[config.mk]
export PLATFORM = sky130hd
export DESIGN_NAME = ps2_key_decoder
export DESIGN_NICKNAME = d
export VERILOG_FILES = /design/src/rtl/ps2_key_decoder.sv
export SDC_FILE = /design/constraint.sdc
export NUM_CORES = 1
export LEC_CHECK = 0
export ABC_AREA = 1
export CORE_MARGIN = 2
export CORE_UTILIZATION = 43
export CTS_BUF_LIST = sky130_fd_sc_hd__clkbuf_16
export DETAILED_ROUTE_END_ITERATION = 8
export GPL_TIMING_DRIVEN = 0
export MAX_ROUTING_LAYER = met4
export PLACE_DENSITY = 0.71
export SLEW_MARGIN = 30
export SYNTH_ARGS = -nofsm -noshare
export SYNTH_HDL_FRONTEND = slang
export SYNTH_SLANG_ARGS = --single-unit
[constraint.sdc]
create_clock -name clk -period 4.5 [get_ports clk]
set_input_delay 0.9 -clock clk [delete_from_list [all_inputs] [get_ports clk]]
set_output_delay 0.9 -clock clk [all_outputs]
set_load 0.05 [all_outputs]
[src/rtl/ps2_key_decoder.sv]
// PS/2 keyboard receiver: synchronizes the raw bus, frames 11-bit packets and turns
// make codes into a stable key_in with a key_p strobe; break sequences are swallowed.
module ps2_key_decoder #(
    parameter int SYNC_STAGES    = 2,
    parameter int TIMEOUT_CYCLES = 50000,
    parameter int PULSE_CYCLES   = 4
) (
    input  logic       clk,
    input  logic       rst_n,
    input  logic       ps2_clk,
    input  logic       ps2_data,
    output logic [7:0] key_in,
    output logic       key_p,
    output logic       key_ext,
    output logic       key_err
);

    localparam int TW = $clog2(TIMEOUT_CYCLES + 1);
    localparam int PW = $clog2(PULSE_CYCLES + 1);
    localparam logic [TW-1:0] TMO_LAST = TW'(TIMEOUT_CYCLES - 1);
    localparam logic [PW-1:0] PULSE_LAST = PW'(PULSE_CYCLES - 1);

    localparam logic [1:0] ST_IDLE   = 2'd0;
    localparam logic [1:0] ST_DATA   = 2'd1;
    localparam logic [1:0] ST_PARITY = 2'd2;
    localparam logic [1:0] ST_STOP   = 2'd3;

    logic [SYNC_STAGES-1:0] clk_sync_q, data_sync_q;
    logic                   clk_prev_q;
    logic                   sync_clk, sync_data, fall;

    logic [1:0]    state_q, state_d;
    logic [2:0]    bit_cnt_q, bit_cnt_d;
    logic [7:0]    shift_q, shift_d;
    logic          parity_q, parity_d;
    logic [TW-1:0] tmo_q, tmo_d;
    logic          byte_vld_q, byte_vld_d;
    logic [7:0]    byte_q, byte_d;
    logic          err_q, err_d;

    logic          ext_q, ext_d, brk_q, brk_d;
    logic [7:0]    key_in_q, key_in_d;
    logic          key_ext_q, key_ext_d;
    logic          key_p_q, key_p_d;
    logic          restart_q, restart_d;
    logic [PW-1:0] pulse_cnt_q, pulse_cnt_d;
    logic          accept;

    // Synchronizers idle high so a reset never manufactures a falling edge.
    always_ff @(posedge clk or negedge rst_n) begin
        if (!rst_n) begin
            clk_sync_q  <= '1;
            data_sync_q <= '1;
            clk_prev_q  <= 1'b1;
        end else begin
            clk_sync_q  <= {clk_sync_q[SYNC_STAGES-2:0], ps2_clk};
            data_sync_q <= {data_sync_q[SYNC_STAGES-2:0], ps2_data};
            clk_prev_q  <= sync_clk;
        end
    end

    assign sync_clk  = clk_sync_q[SYNC_STAGES-1];
    assign sync_data = data_sync_q[SYNC_STAGES-1];
    assign fall      = clk_prev_q & ~sync_clk;

    always_comb begin
        state_d    = state_q;
        bit_cnt_d  = bit_cnt_q;
        shift_d    = shift_q;
        parity_d   = parity_q;
        tmo_d      = '0;
        byte_vld_d = 1'b0;
        byte_d     = byte_q;
        err_d      = 1'b0;
        if (fall) begin
            case (state_q)
                ST_IDLE: begin
                    if (!sync_data) begin
                        state_d   = ST_DATA;
                        bit_cnt_d = 3'd0;
                    end else begin
                        err_d = 1'b1;
                    end
                end
                ST_DATA: begin
                    shift_d = {sync_data, shift_q[7:1]};
                    if (bit_cnt_q == 3'd7) state_d = ST_PARITY;
                    else bit_cnt_d = bit_cnt_q + 3'd1;
                end
                ST_PARITY: begin
                    parity_d = sync_data;
                    state_d  = ST_STOP;
                end
                default: begin
                    state_d = ST_IDLE;
                    if ((^{shift_q, parity_q}) && sync_data) begin
                        byte_vld_d = 1'b1;
                        byte_d     = shift_q;
                    end else begin
                        err_d = 1'b1;
                    end
                end
            endcase
        end else if (state_q != ST_IDLE) begin
            // A stalled partial frame is abandoned; the prefix flags survive it.
            if (tmo_q == TMO_LAST) begin
                state_d = ST_IDLE;
                err_d   = 1'b1;
            end else if (tmo_q != '1) begin
                tmo_d = tmo_q + 1'b1;
            end else begin
                tmo_d = tmo_q;
            end
        end
    end

    always_comb begin
        ext_d     = ext_q;
        brk_d     = brk_q;
        key_in_d  = key_in_q;
        key_ext_d = key_ext_q;
        accept    = 1'b0;
        if (byte_vld_q) begin
            if (byte_q == 8'hE0) begin
                ext_d = 1'b1;
            end else if (byte_q == 8'hF0) begin
                brk_d = 1'b1;
            end else if (brk_q) begin
                brk_d = 1'b0;
                ext_d = 1'b0;
            end else begin
                accept    = 1'b1;
                key_in_d  = byte_q;
                key_ext_d = ext_q;
                ext_d     = 1'b0;
            end
        end
    end

    // A make that lands mid-pulse forces one low cycle so the controller sees a new edge.
    always_comb begin
        key_p_d     = key_p_q;
        restart_d   = 1'b0;
        pulse_cnt_d = pulse_cnt_q;
        if (accept) begin
            if (key_p_q) begin
                key_p_d   = 1'b0;
                restart_d = 1'b1;
            end else begin
                key_p_d     = 1'b1;
                pulse_cnt_d = PULSE_LAST;
            end
        end else if (restart_q) begin
            key_p_d     = 1'b1;
            pulse_cnt_d = PULSE_LAST;
        end else if (key_p_q) begin
            if (pulse_cnt_q == '0) key_p_d = 1'b0;
            else pulse_cnt_d = pulse_cnt_q - 1'b1;
        end
    end

    always_ff @(posedge clk or negedge rst_n) begin
        if (!rst_n) begin
            state_q     <= ST_IDLE;
            bit_cnt_q   <= '0;
            shift_q     <= '0;
            parity_q    <= 1'b0;
            tmo_q       <= '0;
            byte_vld_q  <= 1'b0;
            byte_q      <= '0;
            err_q       <= 1'b0;
            ext_q       <= 1'b0;
            brk_q       <= 1'b0;
            key_in_q    <= '0;
            key_ext_q   <= 1'b0;
            key_p_q     <= 1'b0;
            restart_q   <= 1'b0;
            pulse_cnt_q <= '0;
        end else begin
            state_q     <= state_d;
            bit_cnt_q   <= bit_cnt_d;
            shift_q     <= shift_d;
            parity_q    <= parity_d;
            tmo_q       <= tmo_d;
            byte_vld_q  <= byte_vld_d;
            byte_q      <= byte_d;
            err_q       <= err_d;
            ext_q       <= ext_d;
            brk_q       <= brk_d;
            key_in_q    <= key_in_d;
            key_ext_q   <= key_ext_d;
            key_p_q     <= key_p_d;
            restart_q   <= restart_d;
            pulse_cnt_q <= pulse_cnt_d;
        end
    end

    assign key_in  = key_in_q;
    assign key_ext = key_ext_q;
    assign key_p   = key_p_q;
    assign key_err = err_q;

endmodule
==> metrics.yaml, run 1 <==
flow_run:
  cap_violations: 0
timing:
  finalHoldViolCount: 0
  rsz0062_at_grt: "false"
  fin_tns_setup_ns: 0
  drv_slew: 0
  relSlewSlack_pct: 59.4
  post-route-period-util_pct: 52.5
  fmaxAchievable_mhz: 423
  worstMarginPinSlew_ns: 0.607
  period_minus_slack_ns: 2.36
  setup_violations: 0
  skew_ns: 0.00647
pwr:
  p_clk_share_pct: 34.5
  p_int_mw: 1.25
  vdd_ir_drop_max_mv: 0.219
  p_leak_nw: 1.82
  p_seq_share_pct: 38.7
  total_power_mw: 1.88
  power_frac_comb_pct: 26.8
  sw_frac_of_total_pct: 33.5
  power_switching_mw: 0.630
  p_per_area_mw_per_mm2: 510
clocking:
  clock_sinks: 61
  clockBufferDepth: 2
  cts_resized: 0
  post-cts-setup-buffers: 0
  clock-root-buffer: "clkbuf_16"
  cts-htree-levels: 3
  clk_pin_slew_ns: 0.05
  numCtsBuffers: 9
  clkLatencyLatePin_ns: 0.32
  ctsHoldBuffers: 0
  cts_tree: "done"
synthesis:
  post_synth.cell_area_avg_um2: 8.07
  synth_cell_type_count: 38
  netlist_area_mm2: 0.00313
  synth-main-ff-cell: "dfrtp_1"
  synth_largest_area_cell: "dfrtp_1"
  syn_nets: 401
  ys_warn_count: 0
  synth_area_leaders: "dfrtp_1 45%, nand2_1 14%, inv_1 6.0%, nand3_1 4.5%, dfstp_2 4.2%"
  synth_cells: 388
  synth-seq-cells: 61
  synth_edf_count: 0
  async_reset_ff_share_pct: 100
  ys_seq_area_share_pct: 49.0
  synth_top_area_share_pct: 44.8
global_route:
  grt_usage_pct: 17.8
  grt_max_degree: 41
  grt_pass1_vias: 2507
  overflow: 0
  antenna_found_initial: 0
  grt_pass1_wl_um: 10600
detailed_routing:
  final_antenna_net_count: 0
  avgViaCountPerCell: 5.00
  drt-total-wl_um: 6020
  drt_first_pass_iters: 6
  wire_per_inst_um: 11.6
  vias: 2586
  drtIter0Drc: 181
  drc: 0
setup_path:
  cp_data_required_time_ns: 3.60
  rr_worst_depth: 10
  worstPathArrival_ns: 1.46
  cp_slowest_cell: "clkdlybuf4s50_1"
  r2r-end: "tmo_q[11]"
  cp_num_buf_inv: 1
  crit_path_start_kind: "flip-flop"
  r2r_slack_ns: 2.69
  worstReg2RegStart: "state_q[0]"
  slowest_delay_ns: 0.80
  cpLargestDelayFamily: "buffers and inverters"
  path_cells: "clkdlybuf4s50_1"
  endpoint_kind: "primary output"
  crit_type: "reg -> out"
  critPathMaxFanout: 2
finish:
  antennaDiodeCount: 0
  area_delta_synth_final_pct: 18.0
  nNetsFinal: 427
  layout-drive-gt1-share_pct: 10.0
outcome:
  status: "complete, no violations"
floorplanning:
  io_pins: 15
  num_rows: 31
  fp.dieW_um: 89.3
  die_area_mm2: 0.00798
  core_area_mm2: 0.00714
  start_util_pct: 43.8
  die_h_um: 89.3
placed_design:
  dp_hpwl_um: 4310
  place_congestion: 0.982
  io_buffers: 14
hold_path:
  hold_class: "reg -> reg"
  hp-start: "clk_sync_q[0]"
  min_path_cells: 0
  hold_path_end: "clk_sync_q[1]"
synthesized netlist by cell type (2+ instances only):
master and count:
xor2_1 3, nand2_2 4, o21ai_1 4, nor3_2 2, buf_4 2, o21ai_2 2, nor4_1 3, o21ai_0 20
dfrtp_1 56, clkbuf_1 2, a21oi_1 12, a31oi_1 3, nor2_1 22, nand4_1 10, ha_1 9, nor3_1 11
nand2_1 120, dfstp_2 5, nand3_2 2, inv_1 50, nor2_2 2, nand3_1 28
layout make-up:
class | instances | area [um2]
tap | 99 | 124
inverter | 51 | 191
sequential | 61 | 1530
buffer | 5 | 33.8
clock inverter | 6 | 56.3
timing repair buffer | 15 | 158
clock buffer | 9 | 225
fill | 688 | 3440
multi-input combinational | 271 | 1370
metrics by stage:
stage / area, um2 / std cells / hold WS [ns] / util (%) / setup slack (ns)
after CTS: 3690 / 517 / 0.354 / 51.7 / 2.12
after floorplan: 3130 / 388 / 0.345 / - / 2.99
after global routing: 3690 / 517 / 0.363 / 51.7 / 2.07
after global placement: 3390 / 501 / 0.346 / 47.5 / 0.618
after detailed placement: 3410 / 502 / 0.347 / 47.8 / 2.47
final: 3690 / 517 / 0.353 / 51.7 / 2.14
placed cells by master, fill, tap and decap left out, types with 10 or more instances in the layout:
cell,count
inv_1,51
nor2_1,22
dfrtp_1,56
nor3_1,11
o21ai_0,20
a21oi_1,12
nand3_1,28
nand2_1,120
clkdlybuf4s50_1,13
nand4_1,10
power by group through the flow:
stage,Clock (mW),Sequential (mW),Combinational [mW]
2_1_floorplan,0,0.726,0.397
3_3_place_gp,0,0.731,0.484
3_5_place_dp,0,0.737,0.507
4_1_cts,0.664,0.729,0.510
5_1_grt,0.694,0.746,0.597
6_report,0.651,0.729,0.504
flip-flops by register name, summed over array words and instances (netlist names):
| name | count |
|---|---|
| ext_q | 1 |
| shift_q | 8 |
| bit_cnt_q | 3 |
| byte_q | 8 |
| parity_q | 1 |
| key_ext | 1 |
| key_in | 8 |
| key_p | 1 |
| tmo_q | 16 |
| clk_sync_q | 2 |
| byte_vld_q | 1 |
| brk_q | 1 |
| data_sync_q | 2 |
| state_q | 2 |
| key_err | 1 |
| restart_q | 1 |
| pulse_cnt_q | 3 |
| clk_prev_q | 1 |
worst max path at each step:
stage                     slack (ns)      endpoint  startpoint  depth (start not counted)
after floorplan                 2.99      tmo_q[3]  state_q[0]                         10
after global placement          0.62  bit_cnt_q[2]       rst_n                          1
after detailed placement        2.47     key_in[7]   key_in[7]                          1
after CTS                       2.12     key_in[7]   key_in[7]                          1
after global routing            2.07     key_in[7]   key_in[7]                          1
final                           2.14     key_in[7]   key_in[7]                          1
layer usage:
metal	share of wire, %	vias to the layer above	global-route usage (%)	wire length, um
li1	-	1312	-	-
met1	46	1200	21.5	2770
met2	49	58	28.1	2920
met3	3.3	16	2.86	198
met4	2.1	0	10.6	129
met5	0	-	-	0
cell families (layout without fill, tap and decap cells):
logic type               Yosys count  count (layout)  share of synthesized area, %
AO/OA/AOI/OAI                     46              46                          8.16
XOR/XNOR                           4               4                          1.12
adder cells (fa/ha/maj)            9               9                          3.60
buffers and inverters             56              86                          7.20
flip-flops                        61              61                          49.0
AND/OR/NAND/NOR                  212             212                          30.9
Power figures use the tool's default switching activity.
==> run 2: changes to the inputs <==
--- a/config.mk
+++ b/config.mk
@@ -12,7 +12,7 @@
 export DETAILED_ROUTE_END_ITERATION = 8
 export GPL_TIMING_DRIVEN = 0
 export MAX_ROUTING_LAYER = met4
-export PLACE_DENSITY = 0.71
+export PLACE_DENSITY = 0.73
 export SLEW_MARGIN = 30
 export SYNTH_ARGS = -nofsm -noshare
 export SYNTH_HDL_FRONTEND = slang
==> constraint.sdc (replaced) <==
create_clock -name clk -period 2.03 [get_ports clk]
set_input_delay 0.406 -clock clk [delete_from_list [all_inputs] [get_ports clk]]
set_output_delay 0.406 -clock clk [all_outputs]
set_load 0.05 [all_outputs]
==> run 2 against run 1 <==
Routed wire length rose by 2.7%; combinational power is 130% higher; global-route usage rose by 0.78 points; via count increased by 1.2%; sequential cell count unchanged; sequential power increased by 120%; die area is the same; critical endpoint is now key_in[6].
==> metrics.yaml, run 2 (synthesized netlist as in run 1, its figures left out) <==
clocking:
  clk_pin_slew_ns: 0.06
  cts-htree-levels: 3
  clock_sinks: 61
  clockBufferDepth: 2
  cts_tree: "done"
  numCtsBuffers: 9
  cts_resized: 0
  clock-root-buffer: "clkbuf_16"
  clkLatencyLatePin_ns: 0.33
detailed_routing:
  final_antenna_net_count: 0
  avgViaCountPerCell: 5.04
  drt_first_pass_iters: 4
  drtIter0Drc: 120
  wire_per_inst_um: 11.9
  drt-total-wl_um: 6180
  vias: 2617
  drc: 0
hold_path:
  min_path_cells: 0
  hold_class: "reg -> reg"
floorplanning:
  num_rows: 31
  die_h_um: 89.3
  io_pins: 15
  die_area_mm2: 0.00798
  fp.dieW_um: 89.3
  start_util_pct: 43.8
  core_area_mm2: 0.00714
pwr:
  vdd_ir_drop_max_mv: 0.541
  p_leak_nw: 1.82
  p_per_area_mw_per_mm2: 1150
timing:
  period_minus_slack_ns: 1.89
  final.setup.worst_slack_ns: 0.142
  skew_ns: 0.00524
  fmaxAchievable_mhz: 530
  finalHoldViolCount: 0
  rsz0062_at_grt: "false"
  worstMarginPinSlew_ns: 0.594
  whs_ns: 0.352
  post-route-period-util_pct: 93.0
  relSlewSlack_pct: 60.3
  setup_violations: 0
  drv_slew: 0
setup_path:
  cpLargestDelayFamily: "buffers and inverters"
  crit_cells: 1
  slowest_delay_ns: 0.80
  rr_worst_depth: 10
  path_cells: "clkdlybuf4s50_1"
  crit_type: "reg -> out"
  cp_slowest_cell: "clkdlybuf4s50_1"
  cp_num_buf_inv: 1
  crit_path_start_kind: "flip-flop"
  critPathMaxFanout: 2
  worstPathArrival_ns: 1.48
  endpoint_kind: "primary output"
  cp_data_required_time_ns: 1.62
global_route:
  grt_usage_pct: 18.6
  grt_max_degree: 49
  antenna_found_initial: 0
  overflow: 0
  grt_pass1_wl_um: 11000
  grt_pass1_vias: 2531
placed_design:
  io_buffers: 14
  dp_slack_ns: 0.232
  dp_hpwl_um: 4370
  place_congestion: 0.918
finish:
  final_cell_mix: "120 x nand2_1, 56 x dfrtp_1, 50 x inv_1, 28 x nand3_1, 22 x nor2_1"
  antennaDiodeCount: 0
  layout-drive-gt1-share_pct: 10.5
  nNetsFinal: 428
  area_delta_synth_final_pct: 19.2
  top_register: "tmo_q"
  layout.cells.most_common: "nand2_1"
  utilization_pct: 52.2
  largest_reg_flops: 16
flow_run:
  cap_violations: 0
outcome:
  status: "complete, no violations"
run 2: stage by stage:
| stage | instance area (um2) | power (mW) | std cells | setup TNS [ns] |
|---|---|---|---|---|
| global placement | 3390 | 2.68 | 501 | -79.25 |
| floorplan | 3130 | 2.49 | 388 | 0 |
| CTS | 3730 | 4.32 | 519 | 0 |
| finish | 3730 | 4.29 | 519 | 0 |
| global route | 3730 | 4.61 | 519 | 0 |
| detailed placement | 3420 | 2.77 | 502 | 0 |
run 2: per-layer routing:
metal | track usage (%) | vias to the layer above | wire length (um)
met3 | 3.97 | 13 | 232
met4 | 9.91 | 0 | 133
met1 | 22.1 | 1224 | 2920
li1 | - | 1322 | -
met2 | 29.6 | 58 | 2900
met5 | - | - | 0
run 2: final timing paths:
| kind | slack [ns] | end | from |
|---|---|---|---|
| setup / recovery | 0.14 | key_in[6] | key_in[6] |
| hold / removal | 0.35 | clk_sync_q[1] | clk_sync_q[0] |
| setup reg to reg | 0.21 | tmo_q[3] | state_q[0] |
| hold reg to reg | 0.35 | clk_sync_q[1] | clk_sync_q[0] |
| max in group asynchronous | 1.00 | clk_sync_q[0] | rst_n |
| min in group asynchronous | 0.49 | pulse_cnt_q[0] | rst_n |
run 2: area by class of cell:
type	count	area, um2
clock inverters	7	75.1
plain buffers	5	33.8
clock buffers	9	225
inverters	51	191
repair buffers	16	175
flip-flops and latches	61	1530
well taps	99	124
fillers	683	3410
multi-input cells	271	1370
run 2: where the power goes:
group / internal (mW) / switching, mW / total (mW) / leakage [nW]
Sequential: 1.43 / 0.191 / 1.62 / 0.821
Clock: 0.953 / 0.578 / 1.53 / 0.138
Combinational: 0.423 / 0.715 / 1.14 / 0.865
Total: 2.80 / 1.48 / 4.29 / 1.82
run 2: timing repair:
action                     in CTS  in global routing
hold buffers                    1                  0
setup endpoints to repair       0                  0
hold endpoints to repair       13                  0
setup buffers                   0                  0
==> run 3: changes to the inputs <==
==> constraint.sdc (replaced) <==
create_clock -name clk -period 2.03 [get_ports clk]
set_input_delay 0.203 -clock clk [delete_from_list [all_inputs] [get_ports clk]]
set_output_delay 0.203 -clock clk [all_outputs]
set_load 0.05 [all_outputs]
==> results of run 3 <==
Same layout as run 2 (identical final DEF). Status: complete, no violations.
Main changes from that run: setup slack after layout 0.142 ns -> 0.205 ns; hold slack 0.352 ns -> 0.280 ns; start point of the critical path key_in[6] -> state_q[0]; end point of the critical path key_in[6] -> tmo_q[3]; end point of the worst hold path clk_sync_q[1] -> clk_sync_q[0]
